## src/rtl/reg_file_pkg.sv

```systemverilog
// Shared register-file constants and types, used by reg_file and by the
// write-port arbiter that feeds it.
package reg_file_pkg;

  localparam int NREG = 32;
  localparam int AW   = 5;
  localparam int DW   = 32;

  localparam logic [AW-1:0] ZERO_REG = '0;

  // Encoding of the remembered winner; rr_arb2 favours the other side.
  localparam logic GRANT_A = 1'b0;
  localparam logic GRANT_B = 1'b1;

  typedef enum logic {INIT, RUN} state_t;

  typedef struct packed {
    logic [AW-1:0] rw;
    logic [DW-1:0] data;
  } req_t;

endpackage

```

## src/rtl/rr_arb2.sv

```systemverilog
// Two-way round-robin grant. Purely combinational; the caller owns lastGrant
// so the same block can be reused for read-port sharing.
module rr_arb2
  import reg_file_pkg::*;
(
  input  logic [1:0] req,
  input  logic       lastGrant,
  output logic [1:0] gnt
);

  // A lone requester always wins; on contention the previous loser wins.
  always_comb begin
    gnt = req;
    if (req == 2'b11) begin
      gnt = (lastGrant == GRANT_B) ? 2'b01 : 2'b10;
    end
  end

endmodule

```

## src/rtl/reg_write_arbiter.sv

```systemverilog
// Owns reg_file's single write port: zero-fills r1..r(NREG-1) after reset,
// then shares the port between ALU writeback (A) and load writeback (B).
module reg_write_arbiter
  import reg_file_pkg::*;
#(
  parameter int NREG    = reg_file_pkg::NREG,
  parameter int AW      = reg_file_pkg::AW,
  parameter int DW      = reg_file_pkg::DW,
  parameter bit INIT_EN = 1'b1
) (
  input  logic          clk,
  input  logic          rst,
  input  logic          a_valid,
  output logic          a_ready,
  input  logic [AW-1:0] a_rw,
  input  logic [DW-1:0] a_data,
  input  logic          b_valid,
  output logic          b_ready,
  input  logic [AW-1:0] b_rw,
  input  logic [DW-1:0] b_data,
  output logic          RegWr,
  output logic [AW-1:0] Rw,
  output logic [DW-1:0] busW,
  output logic          init_done
);

  state_t        state, stateNext;
  logic [AW:0]   cnt, cntNext;
  logic          lastGrant, lastGrantNext;
  logic          regWrNext;
  logic [AW-1:0] rwNext;
  logic [DW-1:0] busWNext;
  logic          initDoneNext;
  logic [1:0]    gnt;
  logic          isRun;
  logic          aXfer, bXfer;
  req_t          sel;

  rr_arb2 uArb (
    .req      ({b_valid, a_valid}),
    .lastGrant(lastGrant),
    .gnt      (gnt)
  );

  assign isRun   = (state == RUN);
  assign a_ready = isRun & gnt[0];
  assign b_ready = isRun & gnt[1];
  assign aXfer   = a_valid & a_ready;
  assign bXfer   = b_valid & b_ready;
  assign sel     = gnt[1] ? '{rw: b_rw, data: b_data} : '{rw: a_rw, data: a_data};

  always_ff @(posedge clk or negedge rst) begin
    if (!rst) begin
      state     <= INIT_EN ? INIT : RUN;
      cnt       <= (AW+1)'(1);
      lastGrant <= GRANT_B;
      RegWr     <= 1'b0;
      Rw        <= '0;
      busW      <= '0;
      init_done <= 1'b0;
    end else begin
      state     <= stateNext;
      cnt       <= cntNext;
      lastGrant <= lastGrantNext;
      RegWr     <= regWrNext;
      Rw        <= rwNext;
      busW      <= busWNext;
      init_done <= initDoneNext;
    end
  end

  // cnt reaching NREG (one past the last register) marks the end of the fill;
  // register 0 is skipped in both phases.
  always_comb begin
    stateNext     = state;
    cntNext       = cnt;
    lastGrantNext = lastGrant;
    regWrNext     = 1'b0;
    rwNext        = Rw;
    busWNext      = busW;
    initDoneNext  = init_done;
    case (state)
      INIT: begin
        if (cnt == (AW+1)'(NREG)) begin
          stateNext    = RUN;
          initDoneNext = 1'b1;
        end else begin
          regWrNext = 1'b1;
          rwNext    = cnt[AW-1:0];
          busWNext  = '0;
          cntNext   = cnt + 1'b1;
        end
      end
      RUN: begin
        initDoneNext = 1'b1;
        if (aXfer || bXfer) begin
          lastGrantNext = bXfer ? GRANT_B : GRANT_A;
          if (sel.rw != ZERO_REG) begin
            regWrNext = 1'b1;
            rwNext    = sel.rw;
            busWNext  = sel.data;
          end
        end
      end
      default: stateNext = INIT;
    endcase
  end

endmodule
```

## config.mk

```make
export PLATFORM = sky130hd
export DESIGN_NAME = reg_write_arbiter
export DESIGN_NICKNAME = d
export VERILOG_FILES = /design/src/rtl/reg_file_pkg.sv /design/src/rtl/rr_arb2.sv /design/src/rtl/reg_write_arbiter.sv
export SDC_FILE = /design/constraint.sdc
export NUM_CORES = 1
export LEC_CHECK = 0
export BUFFER_PORTS_ARGS = -buffer_cell sky130_fd_sc_hd__buf_2
export CELL_PAD_IN_SITES_DETAIL_PLACEMENT = 1
export CELL_PAD_IN_SITES_GLOBAL_PLACEMENT = 2
export CORE_UTILIZATION = 25
export CTS_CLUSTER_DIAMETER = 30
export DETAILED_ROUTE_END_ITERATION = 16
export PLACE_DENSITY = 0.81
export SLEW_MARGIN = 25
export SYNTH_ARGS = -nofsm -noshare
export SYNTH_HDL_FRONTEND = slang
export SYNTH_SLANG_ARGS = --single-unit
```

## constraint.sdc

```tcl
create_clock -name clk -period 1.8 [get_ports clk]
set_input_delay 0.18 -clock clk [delete_from_list [all_inputs] [get_ports clk]]
set_output_delay 0.18 -clock clk [all_outputs]
set_load 0.02 [all_outputs]
```

Word level (Yosys, flattened, before mapping). Index checks and enable logic that the tools add are counted.

Memories kept: 0. Input bits: 78. Bits in read-only memories: 0. Register bits after elaboration: 47. Memory bits (writable): 0. Output and inout port bits: 41. Bits in latches: 0. Logic and storage cells: 45.

Reduce and logical (&&, ||, !) cells: 5. Multiplexer cells: 20. Equality and inequality tests: 6. Magnitude comparators: 0. Shifts and indexed selects: 0. $add $sub $neg: 1. Div/mod/pow operators: 0. Multiply operators: 0. Bitwise operators: 6.

Operator list (count): $mux W32 (3); $pmux W32 S2 (1); $mux W37 (1); $mux W5 (3); $pmux W5 S2 (1); $mux W1 (7); $add A6 B1 Y6 const B (1); $eq A6 B6 Y1 const B (1); $reduce_bool A5 Y1 (1); $and A1 B1 Y1 (4); $mux W2 (2); $ne A2 B1 Y1 const B (2); $ne A2 B2 Y1 const B (2); $pmux W1 S2 (2); $reduce_and A2 Y1 (2); $reduce_and A3 Y1 (1); $eq A2 B2 Y1 const B (1); $not A1 Y1 (2); $logic_or A1 B1 Y1 (1).

Longest topological paths before layout.
Word-level depth: 7. Gate-level depth with buffers: 8. Depth with buffers taken out: 6.

Modules after synthesis. From an unflattened synthesis, not the netlist that was laid out.

Cell total of the unflattened synthesis: 245. Area total of the unflattened synthesis: 2663.8 um2.

By module, submodules not included: reg_write_arbiter (instances 1, area an instance 2645.0 um2, cells each 242); rr_arb2 (instances 1, area an instance 18.8 um2, cells each 3).

Worst setup path before layout. OpenSTA, ideal clock, no wires.

Path type: register to register. From: register cnt[0]. To: register busW[10]. Setup time: 126 ps. Clock period less this slack: 1705 ps. Data arrival time: 1579 ps. Slack: 95 ps. Cell stages (with the launch flop): 9. Path buffers: 2. Required time: 1674 ps. Cells stage by stage: dfstp_2 > inv_1 > ha_1 > nor4b_1 > a21o_1 > buf_4 > clkbuf_1 > nand2_1 > mux2i_1.

Cells in the longest elaborated chain, start to end: 3.

RTL lines: start: declaration (RTL line reg_write_arbiter.sv:28) `logic [AW:0] cnt, cntNext;`; start signal: assignment (RTL line reg_write_arbiter.sv:55) `cnt <= (AW+1)'(1);`; start signal: assignment (RTL line reg_write_arbiter.sv:63) `cnt <= cntNext;`; $eq A6 B6 Y1 (RTL line reg_write_arbiter.sv:84) `if (cnt == (AW+1)'(NREG)) begin`; $ne A2 B2 Y1 (no line); $reduce_and A3 Y1 (no line); end signal: assignment (RTL line reg_write_arbiter.sv:67) `busW <= busWNext;`; end: declaration (RTL line reg_write_arbiter.sv:23) `output logic [DW-1:0] busW,`.

No other way between the ends. A chain may end at the register's enable or synchronous reset.

Final worst setup path.
From: register cnt[0]. To: register Rw[0].

Cells in the longest elaborated chain, start to end: 3.

RTL lines: $eq A6 B6 Y1 (RTL line reg_write_arbiter.sv:84); $ne A2 B2 Y1 (no line); $reduce_and A3 Y1 (no line); end signal: assignment (RTL line reg_write_arbiter.sv:66) `Rw <= rwNext;`; end: declaration (RTL line reg_write_arbiter.sv:22) `output logic [AW-1:0] Rw,`.

Parallel ways exist; a longest one is shown, timed or not. The select of a mux whose other input is x is not followed.

==> impl_metrics.csv <==
group,metric,value,unit
routing,post_drt_via_cell_ratio,4.257,
logic_synthesis,synthesis.nets,290,
logic_synthesis,synth_compound_area_frac,0.04312,
clock_network,clk_pin_slew,0.09,ns
logic_synthesis,netlist.area_leader.share,0.4620,
timing,setup_viol,0,
logic_synthesis,ys_types,29,
placement,dpl.cell_count,456,
setup_path,cp.required,1.98,ns
timing,slew_headroom,0.6371,
power,power,3.018,mW
logic_synthesis,yosysWarnings,0,
timing,finalCriticalPeriod,1.747,ns
logic_synthesis,ys_ff_latch,47,
outcome,status,"finished, final reports clean",
logic_synthesis,synth_simple_gate_area_frac,0.09240,
power,vdd_ir_drop_max,0.4397,mV
clock_network,clockBufferDepth,2,
layout,antenna_cells,0,
die,dieArea,10150,um2
clock_network,clock_latency,0.29,ns
layout,final_area,3438,um2
logic_synthesis,async_reset_ff_frac,1.000,
setup_path,critical_path_class,"flip-flop to flip-flop",
timing,period_share,0.9706,
global_route,grt_max_degree,38,
timing,maxSlewViolCount,0,
logic_synthesis,synthFlopType,"dfrtp_1",
layout,area_growth,41.07,%
routing,ant_nets,0,
setup_path,critical_path_arrival,1.92,ns
layout,nFillCells,1097,
setup_path,end_kind,"flip-flop",
routing,first_pass_iters,3,
global_route,grtUsageTotal,0.1280,
timing,rsz0062_at_grt,"true",
timing,fin_skew,0.005979,ns
die,rows,35,
logic_synthesis,synth.largest_area_cell,"dfrtp_1",
timing,worst_slack,0.05292,ns
global_route,grt_pass1_wl,10100,um
timing,tightest_slew,0.5444,ns
placement,place.gp.congestion,0.7312,
logic_synthesis,synth_area,2437,um2
placement,io_buffers,118,
routing,drt_wl_total,6492,um
timing,fmax,572.4,MHz
logic_synthesis,synth-xor-area-share,0.01797,
logic_synthesis,yosys.area_share.adder,0.01027,
logic_synthesis,netlist_instances,210,
placement,dp_hpwl,4858,um
logic_synthesis,synth_common_cells,"mux2i_1 (69), dfrtp_1 (45), nand2_1 (34)",
setup_path,timing.critical_path.fanout_max,6,
logic_synthesis,synth_most_common_cell,"mux2i_1",
placement,dpl_worst_slack,0.03477,ns
clock_network,h-tree-depth,2,
placement,place_area,3274,um2
timing,hold_violations,0,
global_route,grt-ovfl-total,0,
global_route,grt_pass1_vias,2068,
power,p_leak,1.853,nW
clock_network,cts_tree,"yes",
die,ios,119,
die,core-area,9328,um2
logic_synthesis,synth_top_family_by_area,"multiplexers",
clock_network,root_buffer,"clkbuf_8",
setup_path,critPathLaunchType,"flip-flop",
run,maxCapViolations,0,
routing,vias,1988,
logic_synthesis,syn_area_per_cell,11.61,um2
layout,drive_gt1_frac,0.4438,
clock_network,clock-sinks,47,
routing,routedWlPerCell,13.90,um
routing,drc,0,
die,die_w,100.7,um
routing,dr.first_iter.drc_count,32,
layout,nNetsFinal,417,
die,start_util,0.2613,
logic_synthesis,synth_edf_count,0,
logic_synthesis,synth_mux_area_frac,0.3111,
logic_synthesis,ys_seq_area_frac,0.4836,
clock_network,numCtsBuffers,5,
layout,layout.cells.non_filler,467,
worst_hold_path,hold_path_class,"primary input to flip-flop",
global_route,grt_antenna_before_repair,0,
logic_synthesis,synth_area_leaders,"dfrtp_1 (46%), mux2i_1 (28%), nand2_1 (5.2%), mux2_1 (2.3%), dfstp_2 (2.2%)",
die,die_y,100.7,um
power,powerDensity,877.6,nW/um2
-- critical path: stages (launching register included) --
cell	delay (ns)
dfstp_2	0.54
inv_1	0.04
ha_1	0.17
nor4b_1	0.14
a21o_2	0.26
o211ai_4	0.14
mux2_1	0.35
-- area by class of cell --
| type | instances | area (um2) | share of cell area |
|---|---|---|---|
| Multi-Input combinational cell | 145 | 1176 | 0.3421 |
| Inverter | 5 | 18.77 | 0.005459 |
| Clock inverter | 2 | 35.03 | 0.01019 |
| Clock buffer | 6 | 82.58 | 0.02402 |
| Sequential cell | 47 | 1179 | 0.3428 |
| Tap cell | 129 | 161.4 | 0.04694 |
| Timing Repair Buffer | 133 | 785.8 | 0.2285 |
-- final timing paths --
| kind | from | endpoint | slack, ns | cells past startpoint |
|---|---|---|---|---|
| max | cnt[0] | Rw[0] | 0.05 | 6 |
| min | a_data[24] | busW[24] | 0.17 | 3 |
| max reg2reg | cnt[0] | Rw[0] | 0.05 | 6 |
| min reg2reg | Rw[3] | Rw[3] | 0.49 | 1 |
| max in group asynchronous | rst | lastGrant | 0.79 | 3 |
| min in group asynchronous | rst | busW[23] | 0.40 | 2 |
-- registers in the layout, summed over array words and instances, names as in the netlist --
register,count
cnt,6
isRun,1
busW,32
lastGrant,1
init_done,1
Rw,5
RegWr,1
-- through the flow --
| step | TNS, ns | hold WS [ns] | util |
|---|---|---|---|
| CTS | 0 | 0.1629 | 0.3655 |
| global route | -0.09667 | 0.1745 | 0.3686 |
| floorplan | 0 | -0.1156 | - |
| finish | 0 | 0.1739 | 0.3686 |
| global placement | 0 | 0.1932 | 0.3510 |
| detailed placement | 0 | 0.2032 | 0.3510 |
-- layout by cell type (no fill, tap or decap), drive strengths merged, types with 2 or more instances in the layout --
cell type	n
nor2	7
clkbuf	7
and2	2
buf	131
xnor2	4
mux2i	69
o211ai	2
ha	2
a21oi	7
nand2	34
inv	5
dfrtp	45
or4	2
dfstp	2
mux2	6
-- cell families after synthesis --
| group | count (synthesis) |
|---|---|
| compound gates | 12 |
| xor+xnor | 5 |
| mux | 75 |
| simple gates | 51 |
| buf+inv | 18 |
| flops | 47 |
| fa+ha+maj | 2 |
-- metal layers --
layer	vias to the layer above	global-route usage	wire, um
li1	975	-	-
met1	946	0.1621	2858
met2	65	0.2213	3234
met3	2	0.03121	374
met4	0	0.02676	25
met5	-	0	0
-- power by group --
group / total [mW] / leakage (nW) / internal [mW] / switching (mW)
sequential: 1.30 / 0.545 / 1.22 / 0.0869
combinational: 0.913 / 1.25 / 0.390 / 0.523
clock: 0.800 / 0.0612 / 0.450 / 0.350
-- repair_timing --
action | 4_1_cts | 5_1_grt
pin swaps | 1 | 1
gates cloned | 0 | 1
hold buffers | 1 | 0
setup buffers | 1 | 0
gates resized for setup | 0 | 2
hold endpoints to repair | 21 | 0
setup endpoints to repair | 1 | 5
Note: power is estimated with default switching activity, not from simulation.
